File: src/rtl/calculator_alu.sv
// Multi-cycle ALU behind the calculator core: single-cycle ADD/SUB, iterative shift-add MUL
// and restoring DIV on operand magnitudes, with overflow / divide-by-zero reporting.
module calculator_alu #(
    parameter int DATA_WIDTH = 16
) (
    input  logic                  clk,
    input  logic                  rst_n,
    input  logic [DATA_WIDTH-1:0] i_alu_input_a,
    input  logic [DATA_WIDTH-1:0] i_alu_input_b,
    input  logic [1:0]            i_alu_input_op,
    input  logic                  i_alu_input_signed,
    input  logic                  i_alu_input_valid,
    output logic                  o_alu_input_ready,
    output logic [DATA_WIDTH-1:0] o_alu_result,
    output logic                  o_alu_error,
    output logic                  o_alu_result_valid,
    input  logic                  i_alu_result_ready
);
    localparam int W  = DATA_WIDTH;
    localparam int CW = $clog2(W);
    localparam logic [2*W-1:0] MAG_MIN = {{W{1'b0}}, 1'b1, {(W-1){1'b0}}};
    localparam logic [W-1:0]   Q_MIN   = {1'b1, {(W-1){1'b0}}};

    // Both handshakes: a transfer happens on the clk edge where valid && ready are both 1.
    // The request side is ready only in IDLE; the result side holds valid and data until taken.
    typedef enum logic [2:0] {IDLE, ADDSUB, ITER, FIXUP, DONE} state_t;

    state_t           r_state;
    state_t           w_next_state;
    logic [W-1:0]     r_a;
    logic [W-1:0]     r_b;
    logic [1:0]       r_op;
    logic             r_signed;
    logic [CW-1:0]    r_cnt;
    logic             r_prep;
    logic [W-1:0]     r_mag_a;
    logic [W-1:0]     r_mag_b;
    logic [2*W-1:0]   r_acc;
    logic [W-1:0]     r_rem;
    logic [W-1:0]     r_result;
    logic             r_error;
    logic             r_valid;

    logic             w_accept;
    logic [W:0]       w_sum;
    logic [W:0]       w_diff;
    logic [W-1:0]     w_as_res;
    logic             w_as_err;
    logic [2*W-1:0]   w_mul_next;
    logic [W:0]       w_rem_shift;
    logic             w_rem_ge;
    logic [W-1:0]     w_rem_next;
    logic             w_neg;
    logic             w_fx_err;
    logic [W-1:0]     w_fx_res;

    function automatic logic [W-1:0] f_neg(input logic [W-1:0] x);
        return ~x + W'(1);
    endfunction

    function automatic logic [W-1:0] f_mag(input logic [W-1:0] x, input logic s);
        return (s && x[W-1]) ? f_neg(x) : x;
    endfunction

    assign o_alu_input_ready  = (r_state == IDLE);
    assign o_alu_result       = r_result;
    assign o_alu_error        = r_error;
    assign o_alu_result_valid = r_valid;

    assign w_accept = i_alu_input_valid && (r_state == IDLE);
    assign w_sum    = {1'b0, r_a} + {1'b0, r_b};
    assign w_diff   = {1'b0, r_a} - {1'b0, r_b};

    always_comb begin
        w_as_res = r_op[0] ? w_diff[W-1:0] : w_sum[W-1:0];
        if (r_op[0]) begin
            w_as_err = r_signed ? ((r_a[W-1] != r_b[W-1]) && (w_diff[W-1] != r_a[W-1])) : w_diff[W];
        end else begin
            w_as_err = r_signed ? ((r_a[W-1] == r_b[W-1]) && (w_sum[W-1] != r_a[W-1])) : w_sum[W];
        end
    end

    // One bit per cycle, MSB first: the counter indexes the multiplier / dividend bit.
    assign w_mul_next  = {r_acc[2*W-2:0], 1'b0}
                       + (r_mag_b[r_cnt] ? {{W{1'b0}}, r_mag_a} : {(2*W){1'b0}});
    assign w_rem_shift = {r_rem, r_mag_a[r_cnt]};
    assign w_rem_ge    = (w_rem_shift >= {1'b0, r_mag_b});
    assign w_rem_next  = w_rem_ge ? (w_rem_shift[W-1:0] - r_mag_b) : w_rem_shift[W-1:0];

    always_comb begin
        w_neg = r_signed && (r_a[W-1] ^ r_b[W-1]);
        if (!r_op[0]) begin
            w_fx_err = r_signed ? (w_neg ? (r_acc > MAG_MIN) : (r_acc >= MAG_MIN))
                                : (|r_acc[2*W-1:W]);
        end else begin
            w_fx_err = (r_b == '0) || (r_signed && !w_neg && (r_acc[W-1:0] == Q_MIN));
        end
        w_fx_res = w_fx_err ? '0 : (w_neg ? f_neg(r_acc[W-1:0]) : r_acc[W-1:0]);
    end

    always_ff @(posedge clk or negedge rst_n) begin
        if (!rst_n) begin
            r_state <= IDLE;
        end else begin
            r_state <= w_next_state;
        end
    end

    always_comb begin
        w_next_state = r_state;
        case (r_state)
            IDLE:    if (w_accept) w_next_state = i_alu_input_op[1] ? ITER : ADDSUB;
            ADDSUB:  w_next_state = DONE;
            ITER:    if (!r_prep && (r_cnt == '0)) w_next_state = FIXUP;
            FIXUP:   w_next_state = DONE;
            DONE:    if (i_alu_result_ready) w_next_state = IDLE;
            default: w_next_state = IDLE;
        endcase
    end

    always_ff @(posedge clk or negedge rst_n) begin
        if (!rst_n) begin
            r_a      <= '0;
            r_b      <= '0;
            r_op     <= '0;
            r_signed <= 1'b0;
            r_cnt    <= '0;
            r_prep   <= 1'b0;
            r_mag_a  <= '0;
            r_mag_b  <= '0;
            r_acc    <= '0;
            r_rem    <= '0;
            r_result <= '0;
            r_error  <= 1'b0;
            r_valid  <= 1'b0;
        end else begin
            case (r_state)
                IDLE: begin
                    if (w_accept) begin
                        r_a      <= i_alu_input_a;
                        r_b      <= i_alu_input_b;
                        r_op     <= i_alu_input_op;
                        r_signed <= i_alu_input_signed;
                        r_cnt    <= CW'(W - 1);
                        r_prep   <= 1'b1;
                    end
                end
                ADDSUB: begin
                    r_result <= w_as_err ? '0 : w_as_res;
                    r_error  <= w_as_err;
                    r_valid  <= 1'b1;
                end
                ITER: begin
                    // First ITER cycle converts the latched operands to magnitudes.
                    if (r_prep) begin
                        r_mag_a <= f_mag(r_a, r_signed);
                        r_mag_b <= f_mag(r_b, r_signed);
                        r_acc   <= '0;
                        r_rem   <= '0;
                        r_prep  <= 1'b0;
                    end else begin
                        if (!r_op[0]) begin
                            r_acc <= w_mul_next;
                        end else begin
                            r_acc <= {r_acc[2*W-2:0], w_rem_ge};
                            r_rem <= w_rem_next;
                        end
                        r_cnt <= r_cnt - 1'b1;
                    end
                end
                FIXUP: begin
                    r_result <= w_fx_res;
                    r_error  <= w_fx_err;
                    r_valid  <= 1'b1;
                end
                DONE: begin
                    if (i_alu_result_ready) r_valid <= 1'b0;
                end
                default: ;
            endcase
        end
    end
endmodule

File: config.mk
export PLATFORM = sky130hd
export DESIGN_NAME = calculator_alu
export DESIGN_NICKNAME = d
export VERILOG_FILES = /design/src/rtl/calculator_alu.sv
export SDC_FILE = /design/constraint.sdc
export NUM_CORES = 1
export LEC_CHECK = 0
export ABC_AREA = 0
export BUFFER_PORTS_ARGS = -buffer_cell sky130_fd_sc_hd__clkbuf_2
export CORE_MARGIN = 2
export CORE_UTILIZATION = 55
export CTS_CLUSTER_SIZE = 28
export DETAILED_ROUTE_END_ITERATION = 10
export PLACE_DENSITY = 0.77
export SLEW_MARGIN = 20
export SYNTH_ARGS = -nofsm -noshare
export SYNTH_HDL_FRONTEND = slang
export SYNTH_SLANG_ARGS = --single-unit
File: constraint.sdc
create_clock -name clk -period 9.35 [get_ports clk]
set_input_delay 1.87 -clock clk [delete_from_list [all_inputs] [get_ports clk]]
set_output_delay 1.87 -clock clk [all_outputs]
set_load 0.02 [all_outputs]
==> flow_summary_export.csv <==
group,metric,value,unit
pwr,finalPower,4.75,mW
global_route,grt_pass1_vias,8208,
min_path,hp-class,"flop to flop",
pwr,ir_worst_vdd,0.224,mV
yosys,syn-num-nets,1265,
finish,fin_cells,1428,
global_route,antenna_found_initial,0,
finish,multi_input_area,6410,um^2
pwr,power_density,418,nW/um^2
finish,drive_gt1_share,13.6,%
placement,dp.cells,1396,
route,remaining_drc_errors,0,
sta,fmax,0.214,GHz
yosys,async_reset_ff_share,100,%
flow_run,cap_viol_max_count,0,
setup_path,worst_ep_arrival_time,4.99,ns
yosys,syn-instance-count,1154,
setup_path,rr_worst_depth,13,
placement,pre_cts_ws,4.69,ns
yosys,synth_seq_cells,140,
sta,hold_ws,0.510,ns
sta,final.setup.worst_slack,4.68,ns
yosys,synth_area_leaders,"dfrtp_1 34%, ha_1 8.2%, xnor2_1 5.4%",
finish,area_growth,9.43,%
route,ant_nets,0,
cts,postCtsResizedCells,0,
yosys,syn_avg_cell_area,9.00,um^2
setup_path,worst-path-max-fanout,16,
finish,fin_util,61.0,%
cts,cts_tree,"built",
sta,slew_headroom,28.4,%
floorplan,die-area,20000,um^2
yosys,synth_cell_types,86,
finish,n_antenna_cell,0,
route,avgRoutedWirePerCell,18.6,um
finish,fin_area,11400,um^2
placement,io_buffers,57,
sta,slew_violations,0,
sta,finalCritPeriodShare,49.9,%
setup_path,critical_path_class,"flop to flop",
cts,cts_buffers,17,
sta,timing.final.crit_period,4.67,ns
yosys,syn_area,10400,um^2
yosys,ys.flop_type,"dfrtp_1",
pwr,power.leakage,5.05,nW
global_route,grt_overflow,0,
cts,clkTransAtPathRegs,0.06,ns
sta,setup_tns,0,ns
setup_path,worstPathRequired,9.67,ns
min_path,min_path_cells,1,
setup_path,ff2ff_setup_slack,4.68,ns
floorplan,ios,58,
route,avgViaCountPerCell,6.16,
sta,tightest_slew,1.07,ns
finish,nNetsFinal,1292,
cts,clock_sinks,140,
sta,finalSetupViolCount,0,
floorplan,core_area,18600,um^2
yosys,synth_edf_count,0,
run_status,status,"finished, final reports clean",
sta,hold_violations,0,
floorplan,rows,50,
cts,cts_hold_buf,0,
floorplan,die_h,141,um
floorplan,initial_core_util,55.7,%
global_route,grt_max_degree,90,
placement,dp_hpwl,19200,um
min_path,min_to,"r_acc[31]",
cts,h-tree-depth,4,
cts,clk_path_buf_depth,2,
route,dr_total_vias,8792,
setup_path,timing.rr.start,"r_cnt[0]",
setup_path,r2r_end,"r_acc[17]",
placement,post_dp_cell_area,10800,um^2
global_route,grt.total_usage,27.4,%
sta,skew,0.00785,ns
sta,rsz0062_at_grt,"false",
route,drt-pass1-iter-count,5,
yosys,ys_seq_area_share,33.7,%
min_path,holdCritStartpoint,"r_acc[31]",
yosys,yosysTopAreaCell,"dfrtp_1",
global_route,grt_pass1_wl,43400,um
setup_path,crit_path_end_kind,"flop",
finish,seq_area,3500,um^2
cts,clock-root-buffer,"clkbuf_16",
cts,clkLatencyLatePin,0.44,ns
setup_path,start_kind,"flop",
floorplan,die_w,141,um
route,drtIter0Drc,768,
yosys,synth_top_area_share,33.7,%
placement,gp_congestion,0.933,
route,totalWireLength,26600,um
finish,fillers,1612,
yosys,yosysWarnings,0,
cts,cts_setup_buffers,0,
[placed cells by master, fill, tap and decap left out, types with 15 or more instances in the layout]
cell type / count
a21o_1: 20
nand3_1: 18
nand2_1: 116
o21ai_0: 77
xor2_1: 30
a21oi_1: 100
o31ai_1: 18
mux2_2: 15
clkbuf_16: 17
ha_1: 68
o31a_1: 18
a22o_1: 30
nor2_1: 79
dfrtp_1: 139
and2_1: 20
nor3_1: 18
xnor2_1: 64
clkbuf_2: 56
inv_1: 60
[registers in the layout (all words and copies together), names as in the netlist]
name and count:
r_prep 1, o_alu_result 16, r_cnt 4, r_mag_b 16
o_alu_result_valid 1, r_op 1, r_a 16, o_alu_error 1
r_acc 32, r_b 16, r_rem 16, r_state 3
r_mag_a 16, r_signed 1
[cells in the mapped netlist, types with 20 or more instances]
| library cell | count |
|---|---|
| dfrtp_1 | 140 |
| nand2_1 | 116 |
| a21oi_1 | 100 |
| nor2_1 | 80 |
| o21ai_0 | 77 |
| ha_1 | 68 |
| xnor2_1 | 64 |
| inv_1 | 60 |
| clkbuf_1 | 38 |
| a22o_1 | 30 |
| xor2_1 | 30 |
| a21o_1 | 20 |
| and2_1 | 20 |
[cell families (layout without fill, tap and decap cells)]
| logic type | Yosys count | count (layout) | share of synthesized area (%) |
|---|---|---|---|
| AO/OA/AOI/OAI | 365 | 365 | 24.2 |
| multiplexers | 39 | 39 | 5.18 |
| adder cells (fa/ha/maj) | 72 | 72 | 8.97 |
| XOR/XNOR | 94 | 94 | 7.93 |
| buffers and inverters | 116 | 156 | 4.66 |
| AND/OR/NAND/NOR | 328 | 328 | 15.3 |
| flip-flops | 140 | 140 | 33.7 |
[power breakdown]
part / switching, mW / internal [mW] / total [mW]
logic: 1.76 / 1.14 / 2.90
registers: 0.326 / 0.830 / 1.16
clock network: 0.282 / 0.408 / 0.690
total: 2.37 / 2.38 / 4.75
[critical path, stage by stage, from the launching register on]
cell       delay (ns)
dfrtp_1          0.70
mux4_2           0.59
mux4_2           0.61
and2_1           0.22
ha_1             0.20
fa_1             0.41
a21o_1           0.20
a21o_1           0.22
a2111oi_2        0.44
o31ai_1          0.22
a31o_2           0.35
nand2_1          0.11
xnor2_1          0.07
a22o_1           0.21
[layer usage]
metal,track usage (%),up-vias,part of all wire (%)
met5,0,-,0
met4,9.00,0,2.4
met3,5.67,51,5.9
met2,41.8,291,45
met1,39.1,4224,47
li1,-,4226,-
[worst max path at each step]
stage                  start   endpoint  depth (start not counted)
floorplan           r_cnt[0]  r_acc[21]                         15
global placement    r_cnt[0]  r_acc[21]                         13
detailed placement  r_cnt[0]  r_acc[21]                         13
CTS                 r_cnt[0]  r_acc[17]                         13
global route        r_cnt[0]  r_acc[21]                         13
finish              r_cnt[0]  r_acc[17]                         13
[area by class of cell]
cell class                 count  area share [%]
clock buffer                  19            3.99
inverter                      61            2.01
timing repair buffer          63            2.96
sequential                   140            30.8
tap                          234            2.58
clock inverter                13            1.23
multi-input combinational    898            56.4
Power figures use the tool's default switching activity.
